--- config.mk ---
export PLATFORM = sky130hd
export DESIGN_NAME = fir_seq_mac
export DESIGN_NICKNAME = d
export VERILOG_FILES = /design/src/rtl/fir_seq_mac.sv
export SDC_FILE = /design/constraint.sdc
export NUM_CORES = 1
export LEC_CHECK = 0
export CORE_MARGIN = 2
export CORE_UTILIZATION = 48
export CTS_CLUSTER_DIAMETER = 80
export CTS_CLUSTER_SIZE = 8
export DETAILED_ROUTE_END_ITERATION = 10
export REMOVE_ABC_BUFFERS = 1
export SLEW_MARGIN = 10
export SYNTH_ARGS = -nofsm -noshare
export SYNTH_HDL_FRONTEND = slang
export SYNTH_SLANG_ARGS = --single-unit
--- constraint.sdc ---
create_clock -name clk_78MHz -period 14.71 [get_ports clk_78MHz]
set_input_delay 2.2065 -clock clk_78MHz [delete_from_list [all_inputs] [get_ports clk_78MHz]]
set_output_delay 2.2065 -clock clk_78MHz [all_outputs]
set_load 0.02 [all_outputs]
--- src/rtl/fir_seq_mac.sv ---
`default_nettype none
// ============================================================================
// Module   : fir_seq_mac
// Brief    : Time-multiplexed FIR (one MAC iterated over N_TAPS) with
//            double-buffered coefficients, rounding and saturation.
// Revision : 1.0 - initial release
// ============================================================================
module fir_seq_mac #(
  parameter int DATA_W = 12,
  parameter int COEF_W = 12,
  parameter int N_TAPS = 16,
  parameter int OUT_W  = 16,
  parameter int SHIFT  = 11,
  parameter int SIGNED = 0
) (
  input  logic                      clk_78MHz,
  input  logic                      rst,
  input  logic                      en_fir_i,
  input  logic                      ready_i,
  input  logic [DATA_W-1:0]         data_in,
  input  logic                      coef_we_i,
  input  logic [$clog2(N_TAPS)-1:0] coef_addr_i,
  input  logic [COEF_W-1:0]         coef_data_i,
  input  logic                      coef_commit_i,
  output logic [OUT_W-1:0]          data_fir_o,
  output logic                      valid_o,
  output logic                      busy_o,
  output logic                      overrun_o
);

  localparam int c_IDX_W  = $clog2(N_TAPS);
  localparam int c_CNT_W  = $clog2(N_TAPS + 1);
  localparam int c_PROD_W = DATA_W + COEF_W;
  localparam int c_ACC_W  = c_PROD_W + c_IDX_W;
  localparam int c_EXT_W  = ((c_ACC_W > OUT_W) ? c_ACC_W : OUT_W) + 2;

  localparam logic [c_IDX_W-1:0]        c_LAST = c_IDX_W'(N_TAPS - 1);
  localparam logic [c_CNT_W-1:0]        c_FULL = c_CNT_W'(N_TAPS);
  localparam logic signed [c_EXT_W-1:0] c_ONE  = c_EXT_W'(1);
  localparam logic signed [c_EXT_W-1:0] c_RND  = c_ONE <<< (SHIFT - 1);
  localparam logic signed [c_EXT_W-1:0] c_MAX  = (SIGNED != 0) ?
                                                 (c_ONE <<< (OUT_W - 1)) - c_ONE :
                                                 (c_ONE <<< OUT_W) - c_ONE;
  localparam logic signed [c_EXT_W-1:0] c_MIN  = (SIGNED != 0) ?
                                                 -(c_ONE <<< (OUT_W - 1)) : '0;

  typedef enum logic [1:0] {
    S_IDLE = 2'd0,
    S_MAC  = 2'd1,
    S_OUT  = 2'd2
  } state_t;

  state_t r_state;
  state_t w_state_next;

  logic [DATA_W-1:0]  r_x       [N_TAPS];
  logic [COEF_W-1:0]  r_shadow  [N_TAPS];
  logic [COEF_W-1:0]  r_active  [N_TAPS];
  logic [COEF_W-1:0]  w_shadow_next [N_TAPS];
  logic [c_ACC_W-1:0] r_acc;
  logic [c_IDX_W-1:0] r_k;
  logic [c_CNT_W-1:0] r_cnt;
  logic               r_pending;

  logic w_accept;
  logic w_drop;
  logic w_copy;

  logic [DATA_W-1:0]         w_xk;
  logic [COEF_W-1:0]         w_ck;
  logic [c_PROD_W-1:0]       w_prod;
  logic [c_ACC_W-1:0]        w_prod_ext;
  logic [c_EXT_W-1:0]        w_acc_ext;
  logic signed [c_EXT_W-1:0] w_sum;
  logic signed [c_EXT_W-1:0] w_shr;
  logic [OUT_W-1:0]          w_sat;

  assign w_xk = r_x[r_k];
  assign w_ck = r_active[r_k];

  generate
    if (SIGNED != 0) begin : g_signed
      assign w_prod     = $signed(w_xk) * $signed(w_ck);
      assign w_prod_ext = {{c_IDX_W{w_prod[c_PROD_W-1]}}, w_prod};
      assign w_acc_ext  = {{(c_EXT_W - c_ACC_W){r_acc[c_ACC_W-1]}}, r_acc};
    end else begin : g_unsigned
      assign w_prod     = w_xk * w_ck;
      assign w_prod_ext = {{c_IDX_W{1'b0}}, w_prod};
      assign w_acc_ext  = {{(c_EXT_W - c_ACC_W){1'b0}}, r_acc};
    end
  endgenerate

  // Headroom in c_EXT_W keeps the rounding add and the clamp compare exact.
  assign w_sum = $signed(w_acc_ext) + c_RND;
  assign w_shr = w_sum >>> SHIFT;

  always_comb begin
    w_sat = w_shr[OUT_W-1:0];
    if (w_shr > c_MAX) begin
      w_sat = c_MAX[OUT_W-1:0];
    end else if (w_shr < c_MIN) begin
      w_sat = c_MIN[OUT_W-1:0];
    end
  end

  // A same-cycle write is folded into the value a commit copies.
  always_comb begin
    for (int i = 0; i < N_TAPS; i++) begin
      w_shadow_next[i] = r_shadow[i];
      if (coef_we_i && (coef_addr_i == c_IDX_W'(i))) begin
        w_shadow_next[i] = coef_data_i;
      end
    end
  end

  always_comb begin
    w_state_next = r_state;
    w_accept     = 1'b0;
    w_drop       = 1'b0;
    case (r_state)
      S_IDLE: begin
        if (ready_i) begin
          w_accept     = 1'b1;
          w_state_next = S_MAC;
        end
      end
      S_MAC: begin
        w_drop = ready_i;
        if (r_k == c_LAST) begin
          w_state_next = S_OUT;
        end
      end
      S_OUT: begin
        w_drop       = ready_i;
        w_state_next = S_IDLE;
      end
      default: w_state_next = S_IDLE;
    endcase
    // Bank copy only at IDLE or on the OUT->IDLE edge, never mid-MAC.
    w_copy = ((r_state == S_IDLE) || (r_state == S_OUT)) &&
             (coef_commit_i || r_pending);
    if (!en_fir_i) begin
      w_state_next = S_IDLE;
      w_accept     = 1'b0;
      w_drop       = 1'b0;
      w_copy       = 1'b0;
    end
  end

  always_ff @(posedge clk_78MHz) begin
    if (rst) begin
      for (int i = 0; i < N_TAPS; i++) begin
        r_shadow[i] <= '0;
      end
    end else begin
      r_shadow <= w_shadow_next;
    end
  end

  always_ff @(posedge clk_78MHz) begin
    if (rst) begin
      r_state    <= S_IDLE;
      r_acc      <= '0;
      r_k        <= '0;
      r_cnt      <= '0;
      r_pending  <= 1'b0;
      data_fir_o <= '0;
      valid_o    <= 1'b0;
      overrun_o  <= 1'b0;
      for (int i = 0; i < N_TAPS; i++) begin
        r_x[i]      <= '0;
        r_active[i] <= '0;
      end
    end else begin
      r_state <= w_state_next;
      if (!en_fir_i) begin
        r_acc      <= '0;
        r_k        <= '0;
        r_cnt      <= '0;
        data_fir_o <= '0;
        valid_o    <= 1'b0;
        overrun_o  <= 1'b0;
        for (int i = 0; i < N_TAPS; i++) begin
          r_x[i] <= '0;
        end
      end else begin
        valid_o <= 1'b0;
        if (w_drop) begin
          overrun_o <= 1'b1;
        end
        if (w_accept) begin
          r_x[0] <= data_in;
          for (int i = 1; i < N_TAPS; i++) begin
            r_x[i] <= r_x[i-1];
          end
          r_acc <= '0;
          r_k   <= '0;
          if (r_cnt != c_FULL) begin
            r_cnt <= r_cnt + c_CNT_W'(1);
          end
        end
        if (r_state == S_MAC) begin
          r_acc <= r_acc + w_prod_ext;
          r_k   <= r_k + c_IDX_W'(1);
        end
        // Warm-up samples run full timing but leave the output untouched.
        if ((r_state == S_OUT) && (r_cnt == c_FULL)) begin
          data_fir_o <= w_sat;
          valid_o    <= 1'b1;
        end
        if (w_copy) begin
          r_active  <= w_shadow_next;
          r_pending <= 1'b0;
        end else if (coef_commit_i) begin
          r_pending <= 1'b1;
        end
      end
    end
  end

  assign busy_o = (r_state != S_IDLE);

endmodule
`default_nettype wire

Yosys cells after proc, flatten, opt, wreduce, memory -nomap -nowiden
Memories as Yosys holds them, arrays and structs flattened. A register that Yosys moved wholly into a read port is not among the register bits.
Index checks and enable logic that the tools add are counted.
{ "totals": {"reg_bits": 442, "ram_bits": 192, "inputBits": 34, "output_inout_bits": 19, "elab_cells": 216, "memories": 1} }
{ "memory_table": {"columns": ["memory", "words", "word_bits", "read_ports", "rd_clocked_by_memory_dff", "wr", "line", "rtl"], "rows": [
  ["r_x", 16, 12, 16, 1, 16, "56", "logic [DATA_W-1:0] r_x [N_TAPS];"]
]} }
{ "op_classes": {"n_addsub": 4, "mul": 1, "n_lt_le_gt_ge": 3, "eq_ne": 22, "n_mux": 80, "bitwise_logic": 34, "reduce_logical": 31} }
{ "ops": {"columns": ["op", "count"], "rows": [
  ["$mux 12", 50],
  ["$mux 28", 2],
  ["$bmux 12 s4", 1],
  ["$eq 4x4->1 const B", 9],
  ["$mux 16", 2],
  ["$or 1x1->1", 32],
  ["$add 28x11->29 const B", 1],
  ["$add 28x24->28", 1],
  ["$mul 12x12->24", 1],
  ["$gt 18x16->1 const B", 1],
  ["$logic_and 1x1->1", 18],
  ["$lt 18x1->1 const B", 1],
  ["$mux 1", 18],
  ["$eq 4x3->1 const B", 4],
  ["$mux 4", 4],
  ["$eq 4x2->1 const B", 2],
  ["$reduce_and 2->1", 4],
  ["$reduce_bool 2->1", 3],
  ["$add 5x1->5 const B", 1],
  ["$eq 5x5->1 const B", 1],
  ["$ge 5x5->1 const B", 1],
  ["$ne 5x5->1 const B", 1],
  ["$not 4->5", 1],
  ["$add 4x1->4 const B", 1],
  ["other kinds (11)", 15]
]} }

Depth between registers and ports, before layout
{ "logic_depth": {"depth_word": 8, "ltp_mapped": 28, "ltp_nobuf": 24} }

Worst setup path after synthesis
Ideal clock, no wire load.
{ "synth_path": {"path_type": "flip-flop to flip-flop", "startpoint": "reg r_k[0]", "endpoint": "reg r_acc[24]", "setup_time_ps": 129, "arrival_ps": 6211, "required_ps": 14581, "path_slack_ps": 8370, "stages_incl_launch_ff": 25, "n_path_buf": 3, "period_less_slack_ps": 6340, "cell_sequence": "dfxtp_1 buf_6 buf_2 mux4_2 mux2_2 o21ai_0 buf_2 nor2_1 fa_1 inv_1 fa_1 inv_1 fa_1 fa_1 inv_1 fa_1 inv_1 ha_1 a211oi_1 o221ai_1 a31oi_1 o21ai_0 a31oi_1 xor2_1 o21ai_0"} }
{ "synth_between": {"elab_chain_len": 7} }
{ "synth_lines": {"columns": ["item", "line", "rtl"], "rows": [
  ["start: declaration", "61", "logic [c_IDX_W-1:0] r_k;"],
  ["start signal: assignment", "204", "r_k <= r_k + c_IDX_W'(1);"],
  ["$not 4->5 (not written as such)", "79", "assign w_ck = r_active[r_k];"],
  ["$bmux 12 s4", "79", null],
  ["$mux 12 (not written as such) (2 in series)", "79", null],
  ["$mul 12x12->24", "87", "assign w_prod = w_xk * w_ck;"],
  ["$add 28x24->28", "203", "r_acc <= r_acc + w_prod_ext;"],
  ["$mux 28", "202", "if (r_state == S_MAC) begin"],
  ["end signal: assignment", "203", null],
  ["end: declaration", "60", "logic [c_ACC_W-1:0] r_acc;"]
]} }
Every way passes these cells. The select of a mux whose other input is x is not followed.
A chain may end at the register's enable or synchronous reset.

Worst setup path after layout
Ends and elaborated chain as after synthesis.

==> flow_metrics.py <==
metrics = {
    "finish": {
        "post_route_cells_drive_above_1_share_pct": 10.2,
        "finish.net_count": 3132,
        "insertedDiodeCount": 0,
        "final_area_mm2": 0.0349,
        "area_growth_syn_to_layout_pct": 11.7,
        "final-instance-count-excl-fill": 3787,
        "fill_cells": 5601,
        "fin_util_pct": 54.2,
    },
    "setup_path": {
        "setup.worst_path.class": "flop to flop",
        "setup.worst_path.start_class": "flop",
        "critical_path_peak_fanout": 34,
        "critPathRequiredTime_ns": 15.20,
        "worst_ep_arrival_time_ns": 8.07,
        "setup.worst_path.end_class": "flop",
    },
    "synthesis": {
        "syn_area_mm2": 0.0313,
        "synthArstFlopShare_pct": 0,
        "yosys_register_bits": 638,
        "synth_edf_count": 180,
        "synthesis.yosys.warnings": 0,
        "synth_ff_type": "dfxtp_1",
        "fraction_of_the_yosys_area_taken_by_sequential_cells_pct": 46.6,
        "synth_area_leaders": "dfxtp_1, edfxtp_1, fa_1, mux4_2, mux2i_1",
        "yosys.area.top_type_share_pct": 29.3,
        "synthDistinctLibCells": 57,
        "cells_after_synthesis": 2920,
        "synth.avg_cell_area_um2": 10.7,
        "synth.largest_area_cell": "dfxtp_1",
    },
    "clocking": {
        "hold_buffer_count_at_cts": 0,
        "clockBufferDepth": 3,
        "cts_tree": "done",
        "clk_latency_ns": 0.64,
        "h-tree-depth": 3,
        "cts_setup_buffers": 0,
        "clock-sinks": 638,
        "tritoncts.num_buffers": 91,
        "cts_root_buf": "clkbuf_16",
        "postCtsResizedCells": 0,
        "cts.reportedPaths.clkPinSlew_ns": 0.05,
    },
    "timing": {
        "maxSlewViolCount": 0,
        "post-route-period-util_pct": 51.5,
        "tightest_slew_ns": 1.19,
        "finalWorstPathRequiredPeriod_ns": 7.58,
        "fmax_mhz": 132,
        "rsz0062_at_grt": "no",
        "setup-violations-final": 0,
        "timing_hold_violations_final": 0,
        "hold-worst-slack_ns": 0.473,
        "fin_tns_setup_ns": 0,
        "fin_worst_skew_ns": 0.0330,
        "worst_slew_margin_rel_pct": 20.5,
    },
    "grt": {
        "top_usage_layer": "met2",
        "grt_max_degree": 232,
        "grt-ovfl-total": 0,
        "grt_pass1_wl_um": 114000,
        "grt_util_all_layers_pct": 21.5,
        "number_of_global_route_vias_before_repair": 21006,
        "globalRouteMet2Util_pct": 35.9,
        "global_route.usage.met3_pct": 3.66,
        "antenna_violations_before_repair": 1,
        "global_route.usage.met1_pct": 28.3,
    },
    "detailed_routing": {
        "routed_wl_um": 70000,
        "detail_route.wl_per_cell_um": 18.5,
        "drt_first_pass_iters": 7,
        "vias": 20509,
        "drt-initial-drc-count": 1378,
        "postRouteAntennaNets": 0,
        "detail_route.vias_per_cell": 5.42,
        "route.detailed.drc": 0,
    },
    "placed_design": {
        "portBuffers": 52,
        "routabilityCongestion": 0.870,
        "placed_area_mm2": 0.0324,
        "detailed_place_hpwl_um": 44700,
        "placed_instance_count": 3661,
    },
    "power_and_ir_drop": {
        "vdd_ir_max_mv": 0.0851,
        "power_density_mw_per_mm2": 117,
        "static-leakage-power_nw": 13.8,
    },
    "floorplanning": {
        "core_area_mm2": 0.0645,
        "floorplan.die_area_mm2": 0.0672,
        "die-height_um": 259,
        "floorplan.die.width_um": 259,
        "rows": 93,
        "floorplan.initialDensity_pct": 48.5,
        "number_of_ports_placed_on_the_die_boundary": 53,
    },
    "min_path": {
        "hold_class": "flop to flop",
    },
    "outcome": {
        "outcome": "finished, final reports clean",
    },
    "flow_run": {
        "cap_viol_max_count": 0,
    },
}
[kinds of logic (layout without fill, tap and decap cells)]
group	after synthesis	count (layout)	share of synthesized area, %
simple gates	922	922	13.3
flops	638	638	46.6
buf+inv	428	440	5.46
compound gates	364	364	7.79
mux	331	331	14.9
fa+ha+maj	199	199	10.9
xor+xnor	38	38	1.06
[critical path, stage by stage (launching register included)]
cell and delay [ns]:
dfxtp_4 0.62, buf_4 0.64, mux4_2 0.58, mux2_2 0.27, o21ai_0 0.23, buf_4 0.28, nor2_1 0.08, fa_1 0.48
inv_1 0.05, fa_1 0.47, inv_1 0.05, fa_1 0.48, fa_1 0.54, inv_1 0.05, fa_1 0.52, inv_1 0.04
ha_1 0.38, a211oi_1 0.27, o221ai_1 0.19, a31oi_1 0.45, o21ai_0 0.24, a31oi_1 0.24, xor2_1 0.16, o21ai_0 0.08
[state kept, by name, summed over array words and instances, names as in the netlist, named ones only]
signal	flops
r_pending	1
r_cnt	5
valid_o	1
r_acc	28
data_fir_o	16
r_k	4
r_state	2
r_shadow	192
overrun_o	1
r_active	192
r_x	192
[routing by layer]
layer,vias up,wire length [um],share of wire [%]
li1,9882,-,-
met1,10084,31400,45
met2,394,33500,48
met3,147,2810,4.0
met4,2,2290,3.3
met5,-,11,0.016
[final timing paths]
kind	start	end	slack (ns)	depth (start not counted)
worst max register to register	r_k[0]	r_acc[24]	7.13	23
worst min-delay path	r_x[0][8]	r_x[0][8]	0.47	2
worst max-delay path	r_k[0]	r_acc[24]	7.13	23
worst min register to register	r_x[0][8]	r_x[0][8]	0.47	2
[layout by cell type (no fill, tap or decap), types with 6 or more instances in the layout]
cell type	synthesis	routed
clkbuf_1	147	26
ha_1	76	76
inv_1	220	220
clkbuf_16	0	93
o21a_1	9	8
nand2b_1	18	17
nand4_1	9	9
xor2_1	17	17
nand3_1	13	13
nor2_1	516	506
fa_1	123	123
or2_2	8	8
a211oi_1	197	197
and2_1	186	186
dfxtp_1	458	454
edfxtp_1	180	180
clkdlybuf4s50_1	0	51
nor2_2	0	9
o21ai_1	14	14
or3_1	6	6
buf_4	9	40
mux4_2	105	105
o21ai_0	45	45
a21oi_1	66	66
mux2i_1	208	208
xnor2_1	21	21
nand2_1	126	124
mux2_2	17	17
nor3_1	12	12
a31oi_1	6	6
[final cells by class]
cell class                      instances  area [um^2]  share of cell area, %
Inverter                              221          830                   2.38
Clock inverter                          7          121                  0.347
Tap cell                              855         1070                   3.06
Sequential cell                       638        14600                   41.8
Multi-Input combinational cell       1854        15100                   43.1
Timing Repair Buffer                   93          846                   2.42
Clock buffer                          119         2420                   6.94
[cells in the mapped netlist (all sizes together) (2+ instances only)]
| master | count |
|---|---|
| a211oi | 197 |
| a21boi | 2 |
| a21o | 4 |
| a21oi | 66 |
| a31oi | 6 |
| and2 | 186 |
| and3 | 6 |
| buf | 60 |
| clkbuf | 147 |
| dfxtp | 458 |
| edfxtp | 180 |
| fa | 123 |
| ha | 76 |
| inv | 221 |
| mux2 | 17 |
| mux2i | 209 |
| mux4 | 105 |
| nand2 | 126 |
| nand2b | 18 |
| nand3 | 13 |
| nand3b | 5 |
| nand4 | 9 |
| nor2 | 516 |
| nor2b | 6 |
| nor3 | 13 |
| nor3b | 4 |
| o211ai | 4 |
| o21a | 9 |
| o21ai | 59 |
| o21bai | 5 |
| o221ai | 2 |
| o31a | 2 |
| or2 | 10 |
| or3 | 6 |
| xnor2 | 21 |
| xor2 | 17 |
[per-stage QoR]
step	worst slack [ns]	total power, mW
3_5_place_dp	7.08	2.24
3_3_place_gp	7.15	2.23
2_1_floorplan	5.49	2.15
6_report	7.13	4.09
5_1_grt	6.64	4.25
4_1_cts	7.04	4.15
[where the power goes]
part / internal [mW] / total [mW] / switching (mW)
Clock: 1.14 / 1.89 / 0.748
Sequential: 1.89 / 1.93 / 0.0418
Combinational: 0.107 / 0.275 / 0.167
Power figures use the tool's default switching activity.
